<file path="config.mk">
export PLATFORM = sky130hd
export DESIGN_NAME = op_scheduler
export DESIGN_NICKNAME = d
export VERILOG_FILES = /design/src/rtl/Op_PKG.sv /design/src/rtl/op_fifo.sv /design/src/rtl/op_scheduler.sv
export SDC_FILE = /design/constraint.sdc
export NUM_CORES = 1
export LEC_CHECK = 0
export ABC_CLOCK_PERIOD_IN_PS = 26400
export CAP_MARGIN = 20
export CORE_UTILIZATION = 35
export CTS_BUF_LIST = sky130_fd_sc_hd__clkbuf_16
export DETAILED_ROUTE_END_ITERATION = 8
export HOLD_SLACK_MARGIN = 0.12
export PLACE_DENSITY = 0.63
export REMOVE_ABC_BUFFERS = 1
export SLEW_MARGIN = 25
export SYNTH_ARGS = -nofsm -noshare
export SYNTH_HDL_FRONTEND = slang
export SYNTH_HIERARCHICAL = 1
export SYNTH_SLANG_ARGS = --single-unit
</file>
<file path="constraint.sdc">
create_clock -name clk -period 26.4 [get_ports clk]
set_input_delay 5.28 -clock clk [delete_from_list [all_inputs] [get_ports clk]]
set_output_delay 5.28 -clock clk [all_outputs]
set_load 0.02 [all_outputs]
</file>
<file path="src/rtl/Op_PKG.sv">
// Shared op payload, command codes and scheduler state encoding for the op
// scheduler and its FIFO.
package Op_PKG;

  localparam logic [3:0] OP_CMD_G00 = 4'd0;
  localparam logic [3:0] OP_CMD_G01 = 4'd1;
  localparam logic [3:0] OP_CMD_G02 = 4'd2;
  localparam logic [3:0] OP_CMD_G03 = 4'd3;

  typedef struct packed {
    logic [3:0]         cmd;
    logic signed [15:0] x;
    logic signed [15:0] y;
    logic signed [15:0] i;
    logic signed [15:0] j;
  } Op_st;

  typedef enum logic [1:0] {
    S_IDLE        = 2'd0,
    S_ISSUE       = 2'd1,
    S_WAIT_ACCEPT = 2'd2,
    S_WAIT_DONE   = 2'd3
  } OpSchedState_e;

  function automatic Op_st op_make(logic [3:0] cmd, logic signed [15:0] x,
                                   logic signed [15:0] y, logic signed [15:0] i,
                                   logic signed [15:0] j);
    Op_st o;
    o.cmd = cmd;
    o.x   = x;
    o.y   = y;
    o.i   = i;
    o.j   = j;
    return o;
  endfunction

endpackage

</file>
<file path="src/rtl/op_fifo.sv">
// Circular FIFO of op payloads. Flush can optionally keep the head entry so an
// op already handed to the processor survives the discard.
module op_fifo
  import Op_PKG::*;
#(
  parameter int  DEPTH = 4,
  parameter type T     = Op_st
) (
  input  logic                   clk,
  input  logic                   reset,
  input  logic                   clk_en,
  input  logic                   push,
  input  logic                   pop,
  input  logic                   flush,
  input  logic                   flush_keep_head,
  input  T                       din,
  output T                       dout,
  output logic                   full,
  output logic                   empty,
  output logic [$clog2(DEPTH):0] count
);

  localparam int AW = $clog2(DEPTH);
  localparam int CW = AW + 1;

  T              mem_q [DEPTH];
  logic [AW-1:0] rd_q, rd_d, wr_q, wr_d;
  logic [CW-1:0] cnt_q, cnt_d;
  logic          do_push, do_pop, keep;

  assign full    = (cnt_q == CW'(DEPTH));
  assign empty   = (cnt_q == '0);
  assign count   = cnt_q;
  assign dout    = mem_q[rd_q];
  assign do_push = push & ~full & ~flush;
  assign do_pop  = pop & ~empty;
  assign keep    = flush_keep_head & ~do_pop & ~empty;

  // On flush the write pointer collapses onto the (post-pop) read pointer,
  // optionally leaving the head entry in place.
  always_comb begin
    rd_d  = rd_q + AW'(do_pop);
    wr_d  = wr_q + AW'(do_push);
    cnt_d = cnt_q + CW'(do_push) - CW'(do_pop);
    if (flush) begin
      wr_d  = rd_d + AW'(keep);
      cnt_d = CW'(keep);
    end
  end

  always_ff @(posedge clk) begin
    if (reset) begin
      rd_q  <= '0;
      wr_q  <= '0;
      cnt_q <= '0;
    end else if (clk_en) begin
      rd_q  <= rd_d;
      wr_q  <= wr_d;
      cnt_q <= cnt_d;
    end
  end

  always_ff @(posedge clk) begin
    if (clk_en && do_push) mem_q[wr_q] <= din;
  end

endmodule

</file>
<file path="src/rtl/op_scheduler.sv">
// Queues ops from the parser and hands them one at a time to the processor.
// Optional accept timeout enabled with OP_SCHEDULER_TIMEOUT_EN.
module op_scheduler
  import Op_PKG::*;
#(
  parameter int DEPTH          = 4,
  parameter int ACCEPT_TIMEOUT = 1024
) (
  input  logic                   clk,
  input  logic                   reset,
  input  logic                   clk_en,
  input  Op_st                   op_in,
  input  logic                   op_in_valid,
  output logic                   op_in_rdy,
  output Op_st                   op_out,
  output logic                   trigger,
  input  logic                   proc_rdy,
  input  logic                   flush,
  output logic [$clog2(DEPTH):0] queue_count,
  output logic                   idle,
  output logic                   timeout_err
);

  OpSchedState_e state_q, state_d;
  Op_st          op_out_q, fifo_head;
  logic          fifo_full, fifo_empty, fifo_pop, in_flight;
  logic          load, tmo_expired, tmo_hit;

  // Only ops past the issue cycle are protected from flush.
  assign in_flight = (state_q == S_WAIT_ACCEPT) || (state_q == S_WAIT_DONE);

  op_fifo #(.DEPTH(DEPTH), .T(Op_st)) u_fifo (
    .clk             (clk),
    .reset           (reset),
    .clk_en          (clk_en),
    .push            (op_in_valid),
    .pop             (fifo_pop),
    .flush           (flush),
    .flush_keep_head (in_flight),
    .din             (op_in),
    .dout            (fifo_head),
    .full            (fifo_full),
    .empty           (fifo_empty),
    .count           (queue_count)
  );

  always_comb begin
    state_d  = state_q;
    fifo_pop = 1'b0;
    load     = 1'b0;
    tmo_hit  = 1'b0;
    case (state_q)
      S_IDLE: if (!fifo_empty && proc_rdy && !flush) begin
        state_d = S_ISSUE;
        load    = 1'b1;
      end
      S_ISSUE: state_d = flush ? S_IDLE : S_WAIT_ACCEPT;
      S_WAIT_ACCEPT: begin
        if (!proc_rdy) begin
          state_d = S_WAIT_DONE;
        end else if (tmo_expired) begin
          state_d  = S_IDLE;
          fifo_pop = 1'b1;
          tmo_hit  = 1'b1;
        end
      end
      S_WAIT_DONE: if (proc_rdy) begin
        state_d  = S_IDLE;
        fifo_pop = 1'b1;
      end
      default: state_d = S_IDLE;
    endcase
  end

  always_ff @(posedge clk) begin
    if (reset) begin
      state_q  <= S_IDLE;
      op_out_q <= '0;
    end else if (clk_en) begin
      state_q <= state_d;
      if (load) op_out_q <= fifo_head;
    end
  end

`ifdef OP_SCHEDULER_TIMEOUT_EN
  localparam int TW = (ACCEPT_TIMEOUT > 1) ? $clog2(ACCEPT_TIMEOUT) : 1;
  logic [TW-1:0] tmo_cnt_q, tmo_cnt_d;
  logic          timeout_err_q;

  // Counter is zero in the issue cycle, so expiry lands ACCEPT_TIMEOUT cycles after trigger rises.
  assign tmo_expired = (tmo_cnt_q == TW'(ACCEPT_TIMEOUT - 1));
  assign tmo_cnt_d   = ((state_q == S_ISSUE) || (state_q == S_WAIT_ACCEPT)) ?
                       tmo_cnt_q + TW'(1) : '0;
  assign timeout_err = timeout_err_q;

  always_ff @(posedge clk) begin
    if (reset) begin
      tmo_cnt_q     <= '0;
      timeout_err_q <= 1'b0;
    end else if (clk_en) begin
      tmo_cnt_q     <= tmo_cnt_d;
      timeout_err_q <= tmo_hit;
    end
  end
`else
  logic unused_tmo;
  assign tmo_expired = 1'b0;
  assign timeout_err = 1'b0;
  assign unused_tmo  = tmo_hit ^ (^ACCEPT_TIMEOUT);
`endif

  assign op_out    = op_out_q;
  assign trigger   = (state_q == S_ISSUE) || (state_q == S_WAIT_ACCEPT);
  assign idle      = (state_q == S_IDLE) && fifo_empty;
  assign op_in_rdy = ~fifo_full;

endmodule

</file>
==> impl_metrics.yaml, run 1 <==
run_status:
  outcome: "complete, no violations"
route:
  drc_errors: 0
  drt-initial-drc-count: 337
  vias: 7142
  first_pass_iters: 4
  totalWireLength_um: 27800
  routed_wire_length_per_instance_um: 19.92
  viasPerCell: 5.116
  drt.antenna.violating_nets: 0
layout:
  final_layout_size_suffix_gt1_share_pct: 15.98
  final_cell_mix: "edfxtp_1 (272), clkdlybuf4s50_1 (146), dfxtp_1 (77), a21oi_1 (72), nand3_1 (69)"
  fillCellCount: 3268
  num-nets-final: 978
  postLayoutCellArea_mm2: 0.01635
  utilization_pct: 44.45
  final_common_cell: "edfxtp_1"
  area_growth_pct: 24.37
sta:
  fin_crit_sh_pct: 29.15
  worst_slew_pin_slew_ps: 1061
  fin_crit_ps: 7696
  fmax_ghz: 0.1299
  relSlewSlack_pct: 29.28
  fin_skew_ps: 10.87
  rsz0062_at_grt: "no"
  fin_tns_setup_ps: 0
  hold_ws_ps: 474.8
  final-max-slew-violation-count: 0
  setup_viol: 0
  hold_viol_final: 0
cts:
  cts_sinks: 351
  cts_buffers: 39
  ctsResizeCount: 0
  cts_hold_buf: 0
  cts_setup_buffers: 0
  htree_levels: 2
  path_clk_slew_ps: 60
  clockRootBuffer: "clkbuf_16"
  cts_tree: "yes"
  clk_path_buf_depth: 3
  clock_latency_ps: 510
critical_path:
  r2r.worst_path.cells: 9
  cp_cell_sequence: "clkdlybuf4s50_1 > nand2b_4 > or3b_4 > or3_4 > inv_4"
  startpoint_type: "input pin"
  critPathTopFamily: "buffers and inverters"
  crit_arrival_ps: 7820
  crit_buf_inv: 2
  required_ps: 26520
  end_kind: "flip-flop"
  slowest_stage: "inv_4"
  crit_cells: 5
  max_stage_delay_ps: 690
  path_class: "input pin to flip-flop"
  crit_path_max_fanout: 68
floorplanning:
  die_w_um: 195.8
  fp-row-count: 70
  die_area_mm2: 0.03834
  die_y_um: 195.8
  initial_utilization_pct: 35.74
  core_mm2: 0.03679
  ios: 149
power:
  power_leakage_nw: 5.075
  peakVddDrop_uv: 37.31
  power.density_mw_per_mm2: 72.54
job:
  cap_violations: 0
yosys:
  netlist_area_mm2: 0.01315
  ys_seq_area_share_pct: 74.15
  ys_ff_latch: 351
  avgSynthCellArea_um2: 17.37
  yosys.cell_types.count: 41
  synthCells: 757
  synth-warning-count: 6
global_route:
  grt_start_max_net_pins: 80
  antenna_found_initial: 1
  grt_pass1_wl_um: 42510
  first_global_vias: 7358
  globalRouteTotalUtil_pct: 14.54
  overflow: 0
placed_design:
  dpl_cell_area_mm2: 0.01504
  hpwl_um: 15000
  globalplace.congestion: 0.7378
  port_buffers: 147
hold_path:
  hold_class: "flip-flop to flip-flop"
  whs_path_depth: 2
area by class of cell:
class	instances	area (um^2)	share of cell area (%)
inverter	8	32.53	0.1989
timing repair buffer	155	1545	9.450
multi-input combinational	341	3119	19.08
clock buffer	41	1026	6.274
sequential	351	9757	59.67
clock inverter	30	281.5	1.722
tap	468	585.6	3.581
antenna	2	5.005	0.03061
tightest hold or removal path, stage by stage (launching register included):
cell and delay, ps:
dfxtp_1 300, o21ai_0 60, a21oi_1 60
Yosys cell counts, drive strengths merged:
| cell type | count | area (um^2) |
|---|---|---|
| a211oi | 1 | 7.510 |
| a21boi | 1 | 7.510 |
| a21oi | 72 | 360.4 |
| a31o | 1 | 8.760 |
| a41oi | 1 | 16.27 |
| and2 | 3 | 18.77 |
| buf | 26 | 158.9 |
| clkbuf | 31 | 118.9 |
| conb | 1 | 3.750 |
| dfxtp | 79 | 1582 |
| edfxtp | 272 | 8168 |
| fa | 1 | 20.02 |
| ha | 7 | 87.58 |
| inv | 8 | 30.03 |
| mux2i | 3 | 30.03 |
| mux4 | 68 | 1531 |
| nand2 | 7 | 26.28 |
| nand2b | 5 | 38.78 |
| nand3 | 69 | 345.3 |
| nand3b | 1 | 7.510 |
| nor2 | 9 | 33.78 |
| nor3 | 3 | 15.01 |
| nor3b | 4 | 52.55 |
| nor4 | 1 | 6.260 |
| o2111ai | 2 | 17.52 |
| o21a | 1 | 7.510 |
| o21ai | 69 | 345.3 |
| o32ai | 1 | 8.760 |
| or2 | 1 | 6.260 |
| or3 | 1 | 11.26 |
| or3b | 2 | 22.52 |
| or4b | 1 | 10.01 |
| xnor2 | 3 | 26.28 |
| xor2 | 2 | 17.52 |
state kept, by name (all words and copies together), names as in the netlist, named ones only:
name          count
op_out           68
u_fifo/wr_q       2
u_fifo/rd_q       2
u_fifo/count      3
state_q           1
u_fifo/mem_q    272
path summary, 6_finish.rpt:
check	to	slack, ps	from
worst max register to register	u_fifo/count[2]	23570	u_fifo/count[1]
worst min register to register	op_out[4]	470	op_out[4]
worst min-delay path	op_out[4]	470	op_out[4]
worst max-delay path	u_fifo/mem_q[1][29]	18700	flush
metal layers:
layer	global-route usage, %	routed length (um)	up-vias
li1	-	-	3275
met1	20.00	12620	3661
met2	23.84	13390	166
met3	2.733	1315	40
met4	3.588	482	0
met5	0	0	-
kinds of logic (layout without fill, tap and decap cells):
logic type | Yosys count | in the layout | share of synthesized area [%]
AND/OR/NAND/NOR | 107 | 107 | 4.520
XOR/XNOR | 5 | 5 | 0.3331
AO/OA/AOI/OAI | 149 | 149 | 5.929
other | 1 | 3 | 0.02852
adder cells (fa/ha/maj) | 8 | 8 | 0.8184
flip-flops | 351 | 351 | 74.15
buffers and inverters | 65 | 234 | 2.341
multiplexers | 71 | 71 | 11.88
per-stage QoR:
step | instances | power (W) | setup WS, ps
2_1_floorplan | 700 | 0.0006286 | 13890
3_3_place_gp | 1322 | 0.0006554 | 18200
3_5_place_dp | 1323 | 0.0006564 | 18180
4_1_cts | 1394 | 0.001204 | 18720
5_1_grt | 1394 | 0.001226 | 18660
6_report | 1396 | 0.001186 | 18700
where the power goes:
group,leakage [nW],switching [W],internal [W],total (W)
clock,0.667,0.000204,0.000338,0.000542
combinational,1.31,0.0000244,0.0000175,0.0000419
sequential,3.10,0.00000173,0.000600,0.000602
total,5.07,0.000230,0.000956,0.00119
No activity file was read; power rests on OpenSTA's default activity.
==> run 2, diff against run 1 <==
ABC_CLOCK_PERIOD_IN_PS = 7300   (was 26400)
clock period = 7.3 ns   (was 26.4 ns; I/O delays follow)
==> impl_metrics.yaml, run 2 (synthesis gave the netlist of run 1 again) <==
placed_design:
  hpwl_um: 15150
  port_buffers: 147
  dpl_cell_area_mm2: 0.01504
  globalplace.congestion: 0.7165
  dp_slack_ps: 2675
sta:
  final-max-slew-violation-count: 0
  fmax_ghz: 0.2461
  hold_viol_final: 0
  rsz0062_at_grt: "no"
  relSlewSlack_pct: 33.24
  fin_crit_sh_pct: 55.66
  worst_slew_pin_slew_ps: 1001
  setup_viol: 0
  layout_setup_ws_ps: 3237
  fin_crit_ps: 4063
  fin_skew_ps: 20.79
  hold_ws_ps: 479.0
layout:
  final_cell_mix: "edfxtp_1 (272), clkdlybuf4s50_1 (146), dfxtp_1 (77), a21oi_1 (72), nand3_1 (69)"
  largest_reg_flops: 272
  utilization_pct: 44.24
  top_register: "u_fifo/mem_q"
  area_growth_pct: 23.79
  final_common_cell: "edfxtp_1"
  final_layout_size_suffix_gt1_share_pct: 15.91
  postLayoutCellArea_mm2: 0.01628
  num-nets-final: 976
critical_path:
  path_class: "input pin to flip-flop"
  end_kind: "flip-flop"
  critPathLaunch: "flush"
  startpoint_type: "input pin"
  crit_path_max_fanout: 45
  r2r-start: "u_fifo/count[1]"
  r2r.worst_path.cells: 4
  required_ps: 7450
  crit_arrival_ps: 4210
cts:
  cts_hold_buf: 0
  cts_setup_buffers: 0
  cts_tree: "yes"
  path_clk_slew_ps: 60
  clock_latency_ps: 520
  cts_sinks: 351
  ctsResizeCount: 0
  cts_buffers: 39
  clk_path_buf_depth: 3
  clockRootBuffer: "clkbuf_16"
  htree_levels: 2
floorplanning:
  ios: 149
  die_w_um: 195.8
  die_area_mm2: 0.03834
  fp-row-count: 70
  die_y_um: 195.8
  initial_utilization_pct: 35.74
  core_mm2: 0.03679
global_route:
  globalRouteTotalUtil_pct: 14.86
  overflow: 0
  antenna_found_initial: 1
  grt_start_max_net_pins: 80
  grt_pass1_wl_um: 43810
  first_global_vias: 7415
job:
  cap_violations: 0
route:
  drt.antenna.violating_nets: 0
  totalWireLength_um: 28160
  drc_errors: 0
  viasPerCell: 5.093
  vias: 7094
  first_pass_iters: 5
  drt-initial-drc-count: 379
  routed_wire_length_per_instance_um: 20.21
power:
  p_total_w: 0.004189
  power_leakage_nw: 5.038
  peakVddDrop_uv: 138.4
  switchingPower_w: 0.0008519
  p_seq_share_pct: 52.0
  power_frac_clock_pct: 44.4
  internal_power_w: 0.003337
  power.density_mw_per_mm2: 257.4
  p_sw_share_pct: 20.34
  combinationalPowerShare_pct: 3.6
hold_path:
  hold_class: "flip-flop to flip-flop"
  hold_start: "op_out[22]"
  whs_path_depth: 2
run_status:
  outcome: "complete, no violations"
==> run 2: routing by layer <==
metal | routed length, um | global-route usage [%] | part of all wire [%]
met5 | 0 | 0 | 0
met1 | 13010 | 21.20 | 46
met2 | 13380 | 23.67 | 48
met3 | 1328 | 2.699 | 4.7
met4 | 442 | 3.414 | 1.6
==> run 2: power groups by stage <==
stage / sequential, W / combinational, W / clock [W]
floorplan: 0.00223 / 0.0000459 / 0
global placement: 0.00222 / 0.000150 / 0
detailed placement: 0.00222 / 0.000153 / 0
CTS: 0.00218 / 0.000154 / 0.00192
global route: 0.00218 / 0.000164 / 0.00199
finish: 0.00218 / 0.000150 / 0.00186
==> run 2: path summary, 6_finish.rpt <==
check	to	slack, ps
max reg2reg	u_fifo/mem_q[3][23]	4480
min reg2reg	op_out[22]	480
max	u_fifo/mem_q[3][23]	3240
min	op_out[22]	480
==> run 2: stage by stage <==
step           cells  setup TNS [ps]
3_5_place_dp    1321               0
3_3_place_gp    1320               0
6_report        1393               0
5_1_grt         1392               0
2_1_floorplan    700          -98410
4_1_cts         1392               0
==> run 2: cell type report <==
| cell class | count | area (um^2) |
|---|---|---|
| Antenna cell | 1 | 2.502 |
| Clock buffer | 40 | 1001 |
| Clock inverter | 31 | 234.0 |
| Fill cell | 3254 | 20510 |
| Inverter | 8 | 35.03 |
| Multi-Input combinational cell | 341 | 3119 |
| Sequential cell | 351 | 9757 |
| Tap cell | 468 | 585.6 |
| Timing Repair Buffer | 153 | 1541 |
==> run 2: worst max-delay path, cell delays in order <==
cell and delay [ps]:
clkdlybuf4s50_1 660, nand2b_4 280, or3b_4 400, nor2_4 640, buf_4 680
==> run 3, diff against run 2 <==
ABC_CLOCK_PERIOD_IN_PS = 4100   (was 7300)
clock period = 4.1 ns   (was 7.3 ns; I/O delays follow)
==> impl_metrics.yaml, run 3 (synthesis gave the netlist of run 1 again) <==
layout:
  num-nets-final: 980
  layout.cells.non_filler: 1397
  top_register: "u_fifo/mem_q"
  area_growth_pct: 24.52
  largest_reg_flops: 272
  final_layout_size_suffix_gt1_share_pct: 16.40
  final_cell_mix: "edfxtp_1 (272), clkdlybuf4s50_1 (146), dfxtp_1 (77), a21oi_1 (72), nand3_1 (69)"
  final_common_cell: "edfxtp_1"
floorplanning:
  core_mm2: 0.03679
  die_w_um: 195.8
  initial_utilization_pct: 35.74
  die_area_mm2: 0.03834
  ios: 149
  fp-row-count: 70
  die_y_um: 195.8
sta:
  fin_crit_sh_pct: 76.17
  setup_viol: 0
  fin_crit_ps: 3123
  worst_slew_pin_slew_ps: 1031
  relSlewSlack_pct: 31.30
  rsz0062_at_grt: "no"
  fin_skew_ps: 18.74
  final-max-slew-violation-count: 0
  fmax_ghz: 0.3202
  layout_setup_ws_ps: 976.8
  hold_ws_ps: 469.7
  hold_viol_final: 0
power:
  power_leakage_nw: 5.073
  peakVddDrop_uv: 243.5
  internal_power_w: 0.005963
  switchingPower_w: 0.001519
  combinationalPowerShare_pct: 3.7
  p_total_w: 0.007483
  p_seq_share_pct: 51.8
  power.density_mw_per_mm2: 457.0
  p_sw_share_pct: 20.30
  power_frac_clock_pct: 44.5
critical_path:
  rr_endpoint: "u_fifo/count[2]"
  rrSetupSlack_ps: 1310
  crit_path_max_fanout: 6
  r2r.worst_path.cells: 9
  cp_cell_sequence: "nor3_1 > and2_1 > clkdlybuf4s50_1"
  critPathTopFamily: "simple AND/OR/NAND/NOR gates"
  crit_arrival_ps: 2300
  max_stage_delay_ps: 590
  required_ps: 3280
  startpoint_type: "flip-flop"
  crit_buf_inv: 1
  path_class: "flip-flop to output port"
  r2r-start: "u_fifo/count[1]"
  end_kind: "output port"
  crit_cells: 3
  slowest_stage: "nor3_1"
global_route:
  grt_pass1_wl_um: 44110
  globalRouteTotalUtil_pct: 15.03
  first_global_vias: 7557
  antenna_found_initial: 2
  overflow: 0
  grt_start_max_net_pins: 80
placed_design:
  hpwl_um: 14850
  globalplace.congestion: 0.7442
  dp_slack_ps: 895.1
  placedCellCount: 1326
  port_buffers: 147
route:
  drt.antenna.violating_nets: 0
  drc_errors: 0
  first_pass_iters: 4
  vias: 7168
  totalWireLength_um: 28500
  viasPerCell: 5.131
  routed_wire_length_per_instance_um: 20.40
  drt-initial-drc-count: 413
cts:
  ctsResizeCount: 0
  htree_levels: 2
  path_clk_slew_ps: 60
  cts_tree: "yes"
  clock_latency_ps: 510
  cts_buffers: 38
  clk_path_buf_depth: 3
  cts_hold_buf: 0
  cts_setup_buffers: 0
  clockRootBuffer: "clkbuf_16"
  cts_sinks: 351
hold_path:
  holdPathEnd: "op_out[9]"
  hold_class: "flip-flop to flip-flop"
  whs_path_depth: 2
  hold_start: "op_out[9]"
job:
  cap_violations: 0
run_status:
  outcome: "complete, no violations"
## run 3: metrics by stage
stage	TNS (ps)	util [%]	instance area, um^2
2_1_floorplan	-486990	-	12870
3_3_place_gp	0	41.17	15150
3_5_place_dp	0	41.17	15150
4_1_cts	0	44.49	16370
5_1_grt	0	44.49	16370
6_report	0	44.51	16370
## run 3: worst min-delay path, stage by stage (launching register included)
cell and delay (ps):
dfxtp_1 300, o21ai_0 60, a21oi_1 60
## run 3: area by class of cell
class / instances / area [um^2]
well taps: 468 / 585.6
inverters: 8 / 32.53
multi-input cells: 341 / 3119
clock inverters: 30 / 245.2
repair buffers: 158 / 1652
clock buffers: 39 / 975.9
flip-flops and latches: 351 / 9757
fillers: 3266 / 20410
diodes: 2 / 5.005
## run 3: per-layer routing
| metal | part of all wire, % | track usage, % | up-vias |
|---|---|---|---|
| met5 | 0.046 | 0 | - |
| met3 | 4.9 | 3.043 | 47 |
| met4 | 1.8 | 3.877 | 2 |
| li1 | - | - | 3278 |
| met2 | 48 | 24.87 | 157 |
| met1 | 45 | 20.25 | 3684 |
## run 3: worst max-delay path by stage
stage	from	endpoint	slack, ps
after floorplan	flush	u_fifo/mem_q[2][0]	-3950
after global placement	proc_rdy	u_fifo/count[2]	900
after detailed placement	proc_rdy	u_fifo/count[2]	900
after CTS	u_fifo/count[1]	idle	930
after global routing	u_fifo/count[1]	idle	810
final	u_fifo/count[1]	idle	980
## run 3: power groups by stage
stage / clock network, W / logic, W / registers [W]
final: 0.00333 / 0.000277 / 0.00388
after global placement: 0 / 0.000279 / 0.00395
after detailed placement: 0 / 0.000284 / 0.00395
after global routing: 0.00355 / 0.000302 / 0.00388
after CTS: 0.00342 / 0.000285 / 0.00388
after floorplan: 0 / 0.0000818 / 0.00397
